### src/rtl/voice_allocator_if.sv
// Note source / note player bundle for the voice allocator.
// Carries the request handshake, the player status and the load broadcast.
interface voice_allocator_if #(
    parameter int N_VOICES = 8,
    parameter int NOTE_W   = 15
) ();
    logic                note_valid;
    logic [NOTE_W-1:0]   note_in;
    logic                note_ready;
    logic [N_VOICES-1:0] available;
    logic [N_VOICES-1:0] load_np;
    logic [NOTE_W-1:0]   note_out;
    logic                stole;
    logic [3:0]          active_voices;
    logic                ack_timeout;

    modport master (
        output note_valid, note_in, available,
        input  note_ready, load_np, note_out, stole, active_voices, ack_timeout
    );

    modport slave (
        input  note_valid, note_in, available,
        output note_ready, load_np, note_out, stole, active_voices, ack_timeout
    );
endinterface

### src/rtl/voice_allocator.sv
// Sequential voice scheduler: round-robin over free players, steals the
// oldest-allocated player when none is free, then waits for the player ack.
module voice_allocator #(
    parameter int N_VOICES    = 8,
    parameter int NOTE_W      = 15,
    parameter int AGE_W       = 8,
    parameter int ACK_TIMEOUT = 4
) (
    input logic             clk,
    input logic             reset,
    voice_allocator_if.slave bus
);
    localparam int IDX_W = (N_VOICES > 1) ? $clog2(N_VOICES) : 1;
    localparam int CNT_W = (ACK_TIMEOUT > 1) ? $clog2(ACK_TIMEOUT) : 1;
    localparam logic [CNT_W-1:0] CNT_LAST = CNT_W'(ACK_TIMEOUT - 1);
    localparam logic [IDX_W-1:0] IDX_LAST = IDX_W'(N_VOICES - 1);
    localparam logic [N_VOICES-1:0] ONE = N_VOICES'(1);

    typedef enum logic [1:0] {IDLE, ISSUE, CONFIRM} state_t;

    state_t             state, state_next;
    logic [IDX_W-1:0]   rr_ptr, target, sel, rr_idx, old_idx;
    logic               rr_hit, stole_pending, ack_err;
    logic [CNT_W-1:0]   cnt;
    logic [NOTE_W-1:0]  note_q;
    logic [AGE_W-1:0]   age [N_VOICES];
    logic [AGE_W-1:0]   old_age;
    logic [3:0]         active, pop;

    // Free voice: first set bit at or above rr_ptr, wrapping.
    // Steal: largest age, lowest index on ties.
    always_comb begin
        int j;
        rr_hit  = 1'b0;
        rr_idx  = '0;
        old_idx = '0;
        old_age = age[0];
        j       = 0;
        for (int i = 0; i < N_VOICES; i++) begin
            j = int'(rr_ptr) + i;
            if (j >= N_VOICES) j = j - N_VOICES;
            if (!rr_hit && bus.available[j]) begin
                rr_hit = 1'b1;
                rr_idx = IDX_W'(j);
            end
        end
        for (int i = 1; i < N_VOICES; i++) begin
            if (age[i] > old_age) begin
                old_age = age[i];
                old_idx = IDX_W'(i);
            end
        end
        sel = rr_hit ? rr_idx : old_idx;
    end

    always_comb begin
        pop = '0;
        for (int i = 0; i < N_VOICES; i++)
            pop = pop + 4'(!bus.available[i]);
    end

    always_comb begin
        state_next = state;
        unique case (state)
            IDLE:    if (bus.note_valid) state_next = ISSUE;
            ISSUE:   state_next = CONFIRM;
            CONFIRM: if (!bus.available[target] || cnt == CNT_LAST)
                         state_next = IDLE;
            default: state_next = IDLE;
        endcase
    end

    always_ff @(posedge clk) begin
        if (reset) begin
            state         <= IDLE;
            rr_ptr        <= '0;
            target        <= '0;
            cnt           <= '0;
            stole_pending <= 1'b0;
            note_q        <= '0;
            ack_err       <= 1'b0;
            active        <= '0;
            for (int i = 0; i < N_VOICES; i++) age[i] <= '0;
        end else begin
            state  <= state_next;
            active <= pop;
            unique case (state)
                IDLE: if (bus.note_valid) begin
                    note_q        <= bus.note_in;
                    target        <= sel;
                    stole_pending <= !rr_hit;
                end
                ISSUE: begin
                    rr_ptr <= (target == IDX_LAST) ? '0 : target + 1'b1;
                    cnt    <= '0;
                    for (int i = 0; i < N_VOICES; i++) begin
                        if (IDX_W'(i) == target) age[i] <= '0;
                        else if (age[i] != '1)   age[i] <= age[i] + 1'b1;
                    end
                end
                CONFIRM: if (bus.available[target]) begin
                    if (cnt == CNT_LAST) ack_err <= 1'b1;
                    else                 cnt     <= cnt + 1'b1;
                end
                default: ;
            endcase
        end
    end

    assign bus.note_ready    = (state == IDLE);
    assign bus.load_np       = (state == ISSUE) ? (ONE << target) : '0;
    assign bus.stole         = (state == ISSUE) && stole_pending;
    assign bus.note_out      = note_q;
    assign bus.active_voices = active;
    assign bus.ack_timeout   = ack_err;
endmodule

### src/flat_wrapper.sv
// flat-port wrapper written by rule: the top's interface ports become plain ports
module voice_allocator_flat 
#(
    parameter int N_VOICES    = 8,
    parameter int NOTE_W      = 15,
    parameter int AGE_W       = 8,
    parameter int ACK_TIMEOUT = 4
)
  (clk, reset, bus_note_valid, bus_note_in, bus_available, bus_note_ready, bus_load_np, bus_note_out, bus_stole, bus_active_voices, bus_ack_timeout);
  voice_allocator_if #(.N_VOICES(N_VOICES), .NOTE_W(NOTE_W)) bus_i ();
  input logic clk;
  input logic reset;
  input wire logic [$bits(bus_i.note_valid)-1:0] bus_note_valid;
  input wire logic [$bits(bus_i.note_in)-1:0] bus_note_in;
  input wire logic [$bits(bus_i.available)-1:0] bus_available;
  output wire logic [$bits(bus_i.note_ready)-1:0] bus_note_ready;
  output wire logic [$bits(bus_i.load_np)-1:0] bus_load_np;
  output wire logic [$bits(bus_i.note_out)-1:0] bus_note_out;
  output wire logic [$bits(bus_i.stole)-1:0] bus_stole;
  output wire logic [$bits(bus_i.active_voices)-1:0] bus_active_voices;
  output wire logic [$bits(bus_i.ack_timeout)-1:0] bus_ack_timeout;
  assign bus_i.note_valid = bus_note_valid;
  assign bus_i.note_in = bus_note_in;
  assign bus_i.available = bus_available;
  assign bus_note_ready = bus_i.note_ready;
  assign bus_load_np = bus_i.load_np;
  assign bus_note_out = bus_i.note_out;
  assign bus_stole = bus_i.stole;
  assign bus_active_voices = bus_i.active_voices;
  assign bus_ack_timeout = bus_i.ack_timeout;
  voice_allocator #(.N_VOICES(N_VOICES), .NOTE_W(NOTE_W), .AGE_W(AGE_W), .ACK_TIMEOUT(ACK_TIMEOUT)) u_core (.clk(clk), .reset(reset), .bus(bus_i));
endmodule
### config.mk
export PLATFORM = sky130hd
export DESIGN_NAME = voice_allocator_flat
export DESIGN_NICKNAME = d
export VERILOG_FILES = /design/src/rtl/voice_allocator_if.sv /design/src/rtl/voice_allocator.sv /design/src/flat_wrapper.sv
export SDC_FILE = /design/constraint.sdc
export NUM_CORES = 1
export LEC_CHECK = 0
export ABC_AREA = 1
export CAP_MARGIN = 10
export CORE_MARGIN = 2
export CORE_UTILIZATION = 45
export DETAILED_ROUTE_END_ITERATION = 8
export GPL_TIMING_DRIVEN = 0
export MAX_ROUTING_LAYER = met4
export PLACE_DENSITY_LB_ADDON = 0.12
export SYNTH_ARGS = -nofsm -noshare
export SYNTH_HDL_FRONTEND = slang
export SYNTH_SLANG_ARGS = --single-unit
### constraint.sdc
create_clock -name clk -period 9.3 [get_ports clk]
set_clock_uncertainty 0.15 [all_clocks]
set_input_delay 2.325 -clock clk [delete_from_list [all_inputs] [get_ports clk]]
set_output_delay 2.325 -clock clk [all_outputs]
set_load 0.01 [all_outputs]
==> key figures <==
Outcome
  • Outcome: finished clean

Finish
  • Filler cells: ~1400
  • Ant diodes: 0
  • Area growth syn-to-layout: 35.6%
  • Nets: about 1200
  • Post-route insts no fill: approximately 1300
  • Layout cells sized above 1: 0.236

Clock tree
  • CTS Buf Count: 9
  • Hold Buf Count CTS: 0
  • Clk_lat worst skew: 360 ps
  • CTS tree: yes
  • Clock transition at the registers of the reported paths: about 80 ps
  • Clock Sinks: 95
  • Worst-case clock buffer depth: 2
  • CTS HTree Levels: 3
  • Root buf cell: clkbuf_16

Place
  • Final HPWL DP: between 10 and 15 mm
  • Buffers on Ports: 55
  • Pre-CTS setup slack: -1750 ps
  • Gpl congestion: between 0.9 and 1
  • Inst Count DP: 1230

Logic synthesis
  • Asr flop ratio synth: 0
  • Synth Register Bits: 95
  • Synthesized area: around 0.0074 mm2
  • Yosys warns: 0
  • Mapped Cells: about 960
  • EDFF count, synth: 64
  • Primary FF master, synth: edfxtp_1
  • Syn Nets: 1064
  • Yosys cell types: 50
  • Post-synthesis average cell area: 7.69 um2
  • Sequential element share of the synthesized area: 0.345

Die
  • Core ar.: about 0.016 mm2
  • Die ar.: roughly 0.017 mm2
  • Initial Utilization: 0.463
  • Die Y: around 130 um
  • I/O Pins: 56
  • Die W: between 100 and 150 um
  • Site row count: 46

Worst setup path
  • Crit-path max FO: 8
  • Most frequent CP cell: nand2_2
  • Worst path slowest cell: edfxtp_1
  • Worst EP required: ~9400 ps
  • WP data arrival: 9310 ps
  • Kind of end point of the critical path: flip-flop
  • Worst Path Class, Setup: flip-flop to flip-flop
  • Critical path's largest stage delay: roughly 440 ps
  • Startpoint Class: flip-flop

STA
  • Crit share post-route: 0.993
  • Slew @ Worst Pin: around 1100 ps
  • Setup_tns: 0 ps
  • RSZ-0062 raised after global routing: true
  • Final setup viols: 0
  • WHS: about 310 ps
  • Tmin final: a little over 9000 ps
  • Final Hold Vio Count: 0
  • Worst setup margin: between 60 and 70 ps
  • Fmax: ~110 MHz
  • Max-slew violation count: 0
  • Worst slew margin: 0.234

Drt
  • Drt pass-1 iters: 5
  • Via count: 7009
  • DRT Wirelength: around 20 mm
  • DR iter-0 viols: approximately 420
  • Via density: around 5.3
  • Routed Antenna Nets: 0
  • Drt wl/cell: 15.5 um
  • DRC viols: 0

Global routing
  • First-pass GRT wire length: around 30 mm
  • Total gr overflow: 0
  • Global Route Usage Sum: 0.219
  • Initial antenna violation count: 0
  • Largest net degree at the start of global routing: 19
  • Vias in the first global route: 6240

Worst hold path
  • Worst hold path type: flip-flop to flip-flop

Flow run
  • Maxcap violations: 0
==> state kept, by name, indices dropped and copies added (netlist names) <==
signal and count:
u_core.target 3, u_core.rr_ptr 3, u_core.bus.ack_timeout 1, u_core.state 2, u_core.bus.note_out 15, u_core.bus.active_voices 4, u_core.cnt 2, u_core.age 64
u_core.stole_pending 1
==> synthesized netlist by cell type (6+ instances only) <==
cell	instances	area, um2
nand2_1	174	653
nor2_1	133	499
inv_1	114	428
ha_1	75	938
o21ai_0	75	375
edfxtp_1	64	1920
a21oi_1	50	250
nand3_1	47	235
dfxtp_1	31	621
nand2_2	25	156
clkbuf_1	17	63.8
nor3_1	17	85.1
nor3b_1	16	120
nand4_1	14	87.6
o21ai_2	13	114
xor2_1	11	96.3
or2_2	7	43.8
mux2i_1	6	60.1
nand3b_1	6	45.0
==> stage by stage <==
stage                      util  cell area [um2]
after floorplan               -             7380
after global placement    0.514             8200
after detailed placement  0.514             8200
after CTS                 0.548             8730
after global routing      0.627            10000
final                     0.627            10000
==> path summary, 6_finish.rpt <==
check | startpoint | end | slack, ps | cells after the start
worst max-delay path | u_core.age[0][12] | u_core.target[1] | 70 | 69
worst min-delay path | u_core.bus.ack_timeout | u_core.bus.ack_timeout | 310 | 2
worst max register to register | u_core.age[0][12] | u_core.target[1] | 70 | 69
worst min register to register | u_core.bus.ack_timeout | u_core.bus.ack_timeout | 310 | 2
==> per-layer routing <==
layer  global-route usage  wire (um)  part of all wire  vias to the layer above
met5                    -          0                 0                        -
met4               0.0483        282             0.014                        0
met3               0.0346       1010             0.049                       22
met2                0.343       9690              0.48                      183
met1                0.298       9350              0.46                     3288
li1                     -          -                 -                     3516
==> critical path, delay by kind of cell, from the launching register on <==
family          cells  cell delay, ps
fa+ha+maj           7            1840
simple gates       29            2660
compound gates     22            2770
flops               1             440
buf+inv            11            1190
==> cell families (layout without fill, tap and decap cells) <==
group           count (synthesis)  count (layout)  synth area share
flops                          95              95             0.345
mux                             6               6           0.00814
compound gates                170             170             0.133
buf+inv                       138             278            0.0728
xor+xnor                       16              16            0.0190
fa+ha+maj                      79              79             0.138
simple gates                  455             455             0.284
==> final cells by class <==
type	count	area, um2	share of cell area
buffer	20	145	0.0145
clock buffer	10	239	0.0239
clock inverter	6	57.6	0.00575
inverter	118	443	0.0443
multi-input combinational	726	5090	0.509
sequential	95	2540	0.254
tap	216	270	0.0270
timing repair buffer	124	1210	0.121
==> cells in the final DEF, fill, tap and decap left out, types with 4 or more instances in the layout <==
master	count
nand4_1	14
or2_2	7
edfxtp_1	64
nor3_1	17
inv_1	104
nand2_1	154
nor3b_1	16
dfxtp_1	31
nand3b_1	6
a21oi_1	43
a211oi_2	4
o21ai_1	4
clkbuf_16	14
o21ai_2	21
o21bai_1	4
nand3_1	45
ha_4	26
buf_8	6
ha_1	44
nor2_2	4
fa_1	4
xor2_1	11
nand2_2	34
clkdlybuf4s50_1	55
o21ai_4	20
inv_2	12
nand2_4	15
buf_6	12
o21ai_0	47
clkbuf_1	13
ha_2	5
nor2_1	129
a21oi_2	8
xnor2_1	5
mux2i_1	6
buf_4	51
==> repair_timing <==
| action | 4_1_cts | 5_1_grt |
|---|---|---|
| gates resized for setup | 41 | 163 |
| setup endpoints to repair | 3 | 3 |
| cloned | 0 | 6 |
| buffers inserted | 18 | 45 |
| pin swaps | 11 | 95 |
Power is left out: the tool's default activity adds up to more than one toggle a clock period on the data nets, which glitch-free logic cannot reach.
